--- config.mk ---
export PLATFORM = sky130hd
export DESIGN_NAME = mem_arbiter_nch
export DESIGN_NICKNAME = d
export VERILOG_FILES = /design/src/rtl/mem_arbiter_nch.sv
export SDC_FILE = /design/constraint.sdc
export NUM_CORES = 1
export LEC_CHECK = 0
export ABC_CLOCK_PERIOD_IN_PS = 3400
export CORE_AREA = 2 2 140 142
export CTS_CLUSTER_SIZE = 40
export DETAILED_ROUTE_END_ITERATION = 12
export DIE_AREA = 0 0 142 144
export PLACE_DENSITY = 0.4
export SLEW_MARGIN = 20
export SYNTH_ARGS = -nofsm -noshare
export SYNTH_HDL_FRONTEND = slang
export SYNTH_SLANG_ARGS = --single-unit
export TNS_END_PERCENT = 10
--- constraint.sdc ---
create_clock -name clk -period 3.4 [get_ports clk]
set_clock_uncertainty 0.15 [all_clocks]
set_input_delay 0.51 -clock clk [delete_from_list [all_inputs] [get_ports clk]]
set_output_delay 0.51 -clock clk [all_outputs]
set_load 0.005 [all_outputs]
--- src/rtl/mem_arbiter_nch.sv ---
// N-channel burst arbiter that gives the single RAM port to one master per transaction.
// The winner is picked by fixed priority or round-robin, and an optional watchdog aborts stalled bursts.
module mem_arbiter_nch #(
  parameter int NUM_CH     = 3,
  parameter int DATA_WIDTH = 32,
  parameter int ADDR_WIDTH = 32,
  parameter int ARB_MODE   = 0,
  parameter int TIMEOUT    = 0
) (
  input  logic                         clk,
  input  logic                         rst_n,
  input  logic [NUM_CH-1:0]            ch_enable,
  input  logic [NUM_CH-1:0]            ch_rw,
  input  logic [NUM_CH-1:0]            ch_op_size,
  input  logic [NUM_CH-1:0]            ch_finishes_op,
  input  logic [NUM_CH*ADDR_WIDTH-1:0] ch_addr,
  input  logic [NUM_CH*DATA_WIDTH-1:0] ch_write,
  output logic [NUM_CH-1:0]            ch_req_data,
  output logic [DATA_WIDTH-1:0]        ch_read,
  output logic [NUM_CH-1:0]            ch_read_valid,
  output logic [NUM_CH-1:0]            ch_last,
  output logic [NUM_CH-1:0]            ch_grant,
  output logic [NUM_CH-1:0]            ch_timeout,
  output logic                         busy,
  output logic [ADDR_WIDTH-1:0]        mem_addr,
  output logic                         mem_enable,
  output logic                         mem_rw,
  output logic                         mem_op_size,
  output logic                         mem_finishes_op,
  output logic [DATA_WIDTH-1:0]        mem_write,
  input  logic                         mem_write_req_input,
  input  logic [DATA_WIDTH-1:0]        mem_read,
  input  logic                         mem_read_valid,
  input  logic                         mem_last
);

  localparam int IDX_W = $clog2(NUM_CH);
  localparam int WD_W  = (TIMEOUT > 0) ? $clog2(TIMEOUT + 1) : 1;
  localparam logic [WD_W-1:0] WD_LIMIT = WD_W'((TIMEOUT > 0) ? TIMEOUT - 1 : 0);

  typedef enum logic {
    IDLE  = 1'b0,
    GRANT = 1'b1
  } state_t;

  state_t            state_reg, state_next;
  logic [NUM_CH-1:0] grant_reg, grant_next;
  logic [NUM_CH-1:0] timeout_reg, timeout_next;
  logic [NUM_CH-1:0] win_onehot;
  logic [IDX_W-1:0]  rr_ptr_reg, rr_ptr_next;
  logic [IDX_W-1:0]  grant_idx;
  logic [IDX_W-1:0]  cand;
  logic [WD_W-1:0]   wd_cnt_reg, wd_cnt_next;
  logic              found;
  logic              wd_expire;

  // Search starts at rr_ptr in round-robin mode and at channel 0 in fixed mode.
  always_comb begin
    win_onehot = '0;
    found      = 1'b0;
    cand       = '0;
    for (int k = 0; k < NUM_CH; k++) begin
      cand = IDX_W'((((ARB_MODE != 0) ? int'(rr_ptr_reg) : 0) + k) % NUM_CH);
      if (!found && ch_enable[cand]) begin
        win_onehot[cand] = 1'b1;
        found            = 1'b1;
      end
    end
  end

  always_comb begin
    grant_idx = '0;
    for (int i = 0; i < NUM_CH; i++) begin
      if (grant_reg[i]) grant_idx = IDX_W'(i);
    end
  end

  // A limit reached together with mem_last counts as a normal completion.
  assign wd_expire = (TIMEOUT > 0) && (wd_cnt_reg == WD_LIMIT) && !mem_last;

  always_comb begin
    state_next   = state_reg;
    grant_next   = grant_reg;
    rr_ptr_next  = rr_ptr_reg;
    wd_cnt_next  = wd_cnt_reg;
    timeout_next = '0;
    case (state_reg)
      IDLE: begin
        wd_cnt_next = '0;
        if (|ch_enable) begin
          state_next = GRANT;
          grant_next = win_onehot;
        end
      end
      GRANT: begin
        if (mem_last || wd_expire) begin
          state_next  = IDLE;
          grant_next  = '0;
          rr_ptr_next = (grant_idx == IDX_W'(NUM_CH - 1)) ? '0 : grant_idx + 1'b1;
          if (wd_expire) timeout_next = grant_reg;
        end else begin
          wd_cnt_next = wd_cnt_reg + 1'b1;
        end
      end
      default: state_next = IDLE;
    endcase
  end

  always_ff @(posedge clk) begin
    if (!rst_n) begin
      state_reg   <= IDLE;
      grant_reg   <= '0;
      rr_ptr_reg  <= '0;
      wd_cnt_reg  <= '0;
      timeout_reg <= '0;
    end else begin
      state_reg   <= state_next;
      grant_reg   <= grant_next;
      rr_ptr_reg  <= rr_ptr_next;
      wd_cnt_reg  <= wd_cnt_next;
      timeout_reg <= timeout_next;
    end
  end

  assign busy       = (state_reg == GRANT);
  assign mem_enable = busy;
  assign ch_grant   = grant_reg;
  assign ch_timeout = timeout_reg;
  assign ch_read    = busy ? mem_read : '0;

  assign mem_rw          = |(grant_reg & ch_rw);
  assign mem_op_size     = |(grant_reg & ch_op_size);
  assign mem_finishes_op = |(grant_reg & ch_finishes_op);

  // grant_reg is one-hot or zero, so an AND-OR mux selects the granted channel.
  always_comb begin
    mem_addr  = '0;
    mem_write = '0;
    for (int i = 0; i < NUM_CH; i++) begin
      if (grant_reg[i]) begin
        mem_addr  = mem_addr | ch_addr[i*ADDR_WIDTH +: ADDR_WIDTH];
        mem_write = mem_write | ch_write[i*DATA_WIDTH +: DATA_WIDTH];
      end
    end
  end

  generate
    for (genvar gi = 0; gi < NUM_CH; gi++) begin : g_route
      assign ch_read_valid[gi] = grant_reg[gi] & mem_read_valid;
      assign ch_last[gi]       = grant_reg[gi] & mem_last;
      assign ch_req_data[gi]   = grant_reg[gi] & mem_write_req_input;
    end
  endgenerate

endmodule

==> summary.md, run 1 <==
| Metric | Value |
|---|---|
| Synthesized flop and latch total | 4 |
| Vias in the first global route | 3138 |
| Arr. time, crit path | 2.16 ns |
| CP required | 2.74 ns |
| Core Rows | 51 |
| Inst Count DP | 792 |
| Crit path kind | reg -> out |
| Routed wire length | 12840 um |
| DRC viols | 0 |
| Startpoint Class | flip-flop |
| Max Clock Freq | 354.8 MHz |
| Final min period | 2.818 ns |
| Routability cong. | 0.7703 |
| Crit-path slowest cell | dfxtp_2 |
| Largest net degree at the start of global routing | 54 |
| Via Count | 3208 |
| Logic gate share of total power | 70.6% |
| Syn_area_per_cell | 6.780 sq um |
| Final setup violation count | 0 |
| Clock Sinks | 4 |
| CP endpoint kind | output pin |
| Seq pwr share | 8.6% |
| Synth cell types | 16 |
| Switching Fraction | 25.18% |
| DR WL/cell | 16.15 um |
| Post-CTS sizing | 0 |
| Clk_lat worst skew | 0.22 ns |
| Die height | 144 um |
| Final period util | 82.89% |
| Relative slew slack | 45.80% |
| Via density | 4.035 |
| Final WS setup | 0.5816 ns |
| Post-CTS setup buffer count | 0 |
| Starting Density | 8.066% |
| RSZ-0062 raised after global routing | false |
| CP Cell Sequence | buf_12, a222oi_1, inv_1, clkdlybuf4s50_1 |
| Crit-path max FO | 38 |
| TNS Setup | 0 ns |
| Inserted Diodes | 0 |
| DRT iter0 DRCs | 343 |
| Post-Syn Area | 1539 sq um |
| TritonCTS clock tree | built |
| Crit-path leading delay family | buffers and inverters |
| Pwr Density | 163.9 nW/um^2 |
| Die W | 142 um |
| Final hold vios | 0 |
| # nets final | 800 |
| Num CTS Buffers | 3 |
| DIE AREA | 20450 sq um |
| Placed instance area | 5291 sq um |
| Final instance area | 5368 sq um |
| Switching power | 0.2215 mW |
| Deepest clock path buffer count | 2 |
| Grt total ovfl | 0 |
| # fillers | 2004 |
| Pre-Repair DR Iteration Count | 8 |
| Clk pwr share | 20.8% |
| Clock slew at reported path FFs | 0.03 ns |
| Outcome | finished clean |
| Core ar. | 19080 sq um |
| Final slew viol count | 0 |
| Htree depth | 1 |
| Max-cap violations | 0 |
| Final ANT Viol Nets | 0 |
| Ys Warns | 0 |
| Port buffer count | 353 |
| Worst Tran Pin Value | 0.8130 ns |
| First-pass GRT wire length | 17290 um |
| Share of layout cells above drive strength 1 | 1.975% |
| Register area share after synthesis | 5.203% |
| Pre-CTS setup slack | 0.7671 ns |
| Crit-path max cell delay | 0.83 ns |
| Gr usage total | 10.95% |
| Post-detail-place hpwl | 10560 um |
| Post-Syn Instances | 227 |
| Post-Layout Cell Count | 795 |
| Root buffer cell | clkbuf_16 |
| Internal | 0.6583 mW |
| Crit path buf inv count | 3 |
| # IOs | 357 |
| Leakage | 2.307 nW |
| Peak supply drop | 148.6 uV |
| Area growth from synthesis to layout | 248.8% |
| Cts hold-fix bufs | 0 |
| Worst hold path type | reg -> reg |
| Initial antenna violation count | 0 |
[placed cells by master (no fill, tap or decap), drive strengths merged]
cell type	Yosys	final
a222oi	67	67
and2	41	41
and3	1	1
and3b	3	3
buf	22	4
clkbuf	10	3
clkdlybuf4s50	0	353
conb	1	3
dfxtp	4	4
inv	67	67
nand2	1	1
nor2b	1	1
nor3b	1	1
nor4b	4	4
o31a	3	3
or4	1	1
[metrics by stage]
step                      total power, mW  util [%]  hold slack (ns)
after floorplan                    0.2079         -           0.4713
after global placement             0.7011     27.73           0.8119
after detailed placement           0.7018     27.73           0.8099
after CTS                          0.8904     28.13           0.8154
after global routing               0.9327     28.13           0.7806
final                              0.8798     28.13           0.6815
[tightest hold or removal path, delay by kind of cell (launching register included)]
family | cells | cell delay (ns)
DFF | 1 | 0.51
and+or+nand+nor | 2 | 0.28
[path summary, 6_finish.rpt]
kind,cells after the start,end,slack (ns),start
setup reg to reg,3,ch_grant[0],1.57,ch_grant[0]
setup / recovery,4,mem_addr[25],0.58,ch_grant[0]
hold / removal,2,busy,0.68,busy
hold reg to reg,2,busy,0.68,busy
[power by group through the flow]
stage	Sequential [mW]	Clock, mW	Combinational (mW)
final	0.0758	0.183	0.621
after global routing	0.0784	0.188	0.666
after detailed placement	0.0774	0	0.624
after CTS	0.0771	0.185	0.628
after global placement	0.0765	0	0.625
after floorplan	0.0531	0	0.155
[sequential cells by signal (all words and copies together), names as in the netlist]
register and cells:
busy 1, ch_grant 3
[synth_stat cells]
library cell / n / area share (%)
a222oi_1: 67 / 44
inv_1: 67 / 16
and2_1: 41 / 17
buf_2: 18 / 5.9
clkbuf_1: 10 / 2.4
buf_4: 4 / 2.0
dfxtp_1: 4 / 5.2
nor4b_1: 4 / 2.3
and3b_1: 3 / 1.7
o31a_1: 3 / 1.7
and3_1: 1 / 0.41
conb_1: 1 / 0.24
nand2_1: 1 / 0.24
nor2b_1: 1 / 0.41
nor3b_1: 1 / 0.49
or4_1: 1 / 0.49
[kinds of logic after synthesis]
family / synth area share [%]
AOI/OAI and AO/OA: 45.28
buffers and inverters: 26.59
DFF: 5.203
other: 0.2437
and+or+nand+nor: 22.68
[area by class of cell]
| class | instances | area, sq um | share of cell area (%) |
|---|---|---|---|
| multi-input cells | 126 | 1057 | 19.70 |
| clock buffers | 3 | 75.07 | 1.399 |
| flip-flops and latches | 4 | 85.08 | 1.585 |
| inverters | 67 | 251.5 | 4.685 |
| well taps | 238 | 297.8 | 5.548 |
| repair buffers | 357 | 3601 | 67.09 |
[metal layers]
metal  up-vias  global-route usage, %  share of wire [%]
met5         -                      0                  0
met1      1467                  11.97                 36
met2       207                  21.13                 53
li1       1530                      -                  -
met4         0                  2.316               0.92
met3         4                  2.881                9.6
No activity file was read; power rests on OpenSTA's default activity.
==> inputs of run 2 (changes only) <==
ABC_CLOCK_PERIOD_IN_PS = 2650   (was 3400)
CORE_AREA = 2 2 139 141   (was 2 2 140 142)
DIE_AREA = 0 0 141 143   (was 0 0 142 144)
PLACE_DENSITY = 0.41   (was 0.4)
clock period = 2.65 ns   (was 3.4 ns; I/O delays follow)
==> run 2 against run 1 <==
  * Final area up 0.21%
  * Via count up 0.94%
  * Count of clock-buffer cells in the layout unchanged
  * Cell count unchanged
  * Critical path type unchanged
  * Highest routed layer unchanged
==> summary.md, run 2 (synthesis results as in run 1) <==
| Metric | Value |
|---|---|
| Final min period | 2.456 ns |
| Crit path buf inv count | 1 (-2) |
| Leakage | 2.325 nW (+0.78%) |
| Footprint of the multi-input gates | 1057 sq um (unchanged) |
| Inserted Diodes | 0 (unchanged) |
| Inst Count DP | 792 (unchanged) |
| CP required | 2.10 ns (-0.64 ns) |
| Commonest non-fill, non-tap cell in the layout | clkdlybuf4s50_1 |
| TritonCTS clock tree | built |
| Via Count | 3238 (+0.94%) |
| Most frequent cells in the layout | 353 x clkdlybuf4s50_1, 67 x a222oi_1, 67 x inv_1 |
| Starting Density | 8.283% (+0.22 points) |
| Final WS setup | 0.1938 ns (-0.3878 ns) |
| Routability cong. | 0.8057 (+4.6%) |
| Final hold vios | 0 (unchanged) |
| Max FFs per register | 3 (unchanged) |
| CP Cell Sequence | and2_1, clkdlybuf4s50_1 |
| Post-detail-place hpwl | 10840 um (+2.7%) |
| Relative slew slack | 39.68% (-6.1 points) |
| Die height | 143 um (-0.69%) |
| R2R Setup Slk | 0.80 ns (-0.77 ns) |
| Die W | 141 um (-0.70%) |
| Crit-path leading delay family | flip-flops |
| Crit-path max cell delay | 0.90 ns (+0.07 ns) |
| DR WL/cell | 16.36 um (+1.3%) |
| Share of layout cells above drive strength 1 | 2.496% (+0.52 points) |
| Grt total ovfl | 0 (unchanged) |
| Core ar. | 18580 sq um (-2.6%) |
| Worst Tran Pin Value | 0.9035 ns (+0.09054 ns) |
| # fillers | 1928 (-3.8%) |
| Htree depth | 1 (unchanged) |
| # IOs | 357 (unchanged) |
| Final ANT Viol Nets | 0 (unchanged) |
| Finished Core Util | 28.95% (+0.82 points) |
| Via density | 4.073 (+0.94%) |
| Post-CTS sizing | 0 (unchanged) |
| Root buffer cell | clkbuf_16 |
| DIE AREA | 20160 sq um (-1.4%) |
| Outcome | finished clean |
| DRC viols | 0 (unchanged) |
| TNS Setup | 0 ns (unchanged) |
| Initial antenna violation count | 0 (unchanged) |
| DRT iter0 DRCs | 388 (+13%) |
| Port buffer count | 353 (unchanged) |
| Final period util | 92.69% |
| Vias in the first global route | 3301 (+5.2%) |
| Final setup violation count | 0 (unchanged) |
| Clock slew at reported path FFs | 0.03 ns (about the same) |
| Worst hold path type | in -> reg |
| Core Rows | 50 (-2.0%) |
| Startpoint Class | flip-flop |
| Post-Layout Cell Count | 795 (unchanged) |
| Deepest clock path buffer count | 2 (unchanged) |
| Pre-CTS setup slack | 0.2893 ns (-0.4778 ns) |
| Crit-path slowest cell | dfxtp_1 |
| Arr. time, crit path | 1.91 ns (-0.25 ns) |
| Largest net degree at the start of global routing | 51 (-5.6%) |
| First-pass GRT wire length | 18290 um (+5.8%) |
| Routed wire length | 13010 um (+1.3%) |
| Cts hold-fix bufs | 0 (unchanged) |
| Crit path kind | reg -> out |
| Crit-path max FO | 36 (-5.3%) |
| Area growth from synthesis to layout | 249.5% |
| Max-cap violations | 0 (unchanged) |
| # nets final | 804 (+0.50%) |
| Clk_lat worst skew | 0.23 ns (about the same) |
| Final slew viol count | 0 (unchanged) |
| Pwr Density | 211.3 nW/um^2 (+29%) |
| CP endpoint kind | output pin |
| Post-CTS setup buffer count | 0 (unchanged) |
| Num CTS Buffers | 3 (unchanged) |
| Clock Sinks | 4 (unchanged) |
| Gr usage total | 11.55% (+0.60 points) |
| Max Clock Freq | 407.1 MHz |
| Register area | 83.83 sq um (-1.5%) |
| Peak supply drop | 149.3 uV (+0.47%) |
| RSZ-0062 raised after global routing | false |
| Pre-Repair DR Iteration Count | 9 (+1) |
[run 2: where the power goes]
part / switching [mW] / internal (mW)
Combinational: 0.233 / 0.591
Clock: 0.0434 / 0.193
Sequential: 0.0124 / 0.0647
Total: 0.288 / 0.848
[run 2: path summary, 6_finish.rpt]
path	from	to	cells past startpoint
min reg2reg	ch_grant[0]	ch_grant[0]	3
min	rst_n	ch_grant[0]	2
max reg2reg	busy	busy	3
max	busy	ch_read[25]	2
[run 2: layout make-up]
type	instances	area share, %
timing repair buffer	361	67.27
multi-input combinational	126	19.66
tap	234	5.443
inverter	67	4.676
sequential	4	1.559
clock buffer	3	1.396
[run 2: per-layer routing]
metal	vias up	part of all wire, %	wire length (um)	GRT usage [%]
li1	1538	-	-	-
met1	1489	35	4569	12.35
met2	202	54	7046	22.46
met3	9	9.5	1236	3.018
met4	0	1.2	156	2.895
met5	-	0	0	0
[run 2: per-stage QoR]
step	instance area, sq um	power [mW]	hold WS (ns)
after floorplan	1546	0.2667	0.3754
after global placement	5304	0.9042	0.7516
after detailed placement	5304	0.9058	0.7465
after CTS	5379	1.152	0.6738
after global routing	5379	1.204	0.7008
final	5379	1.137	0.6672
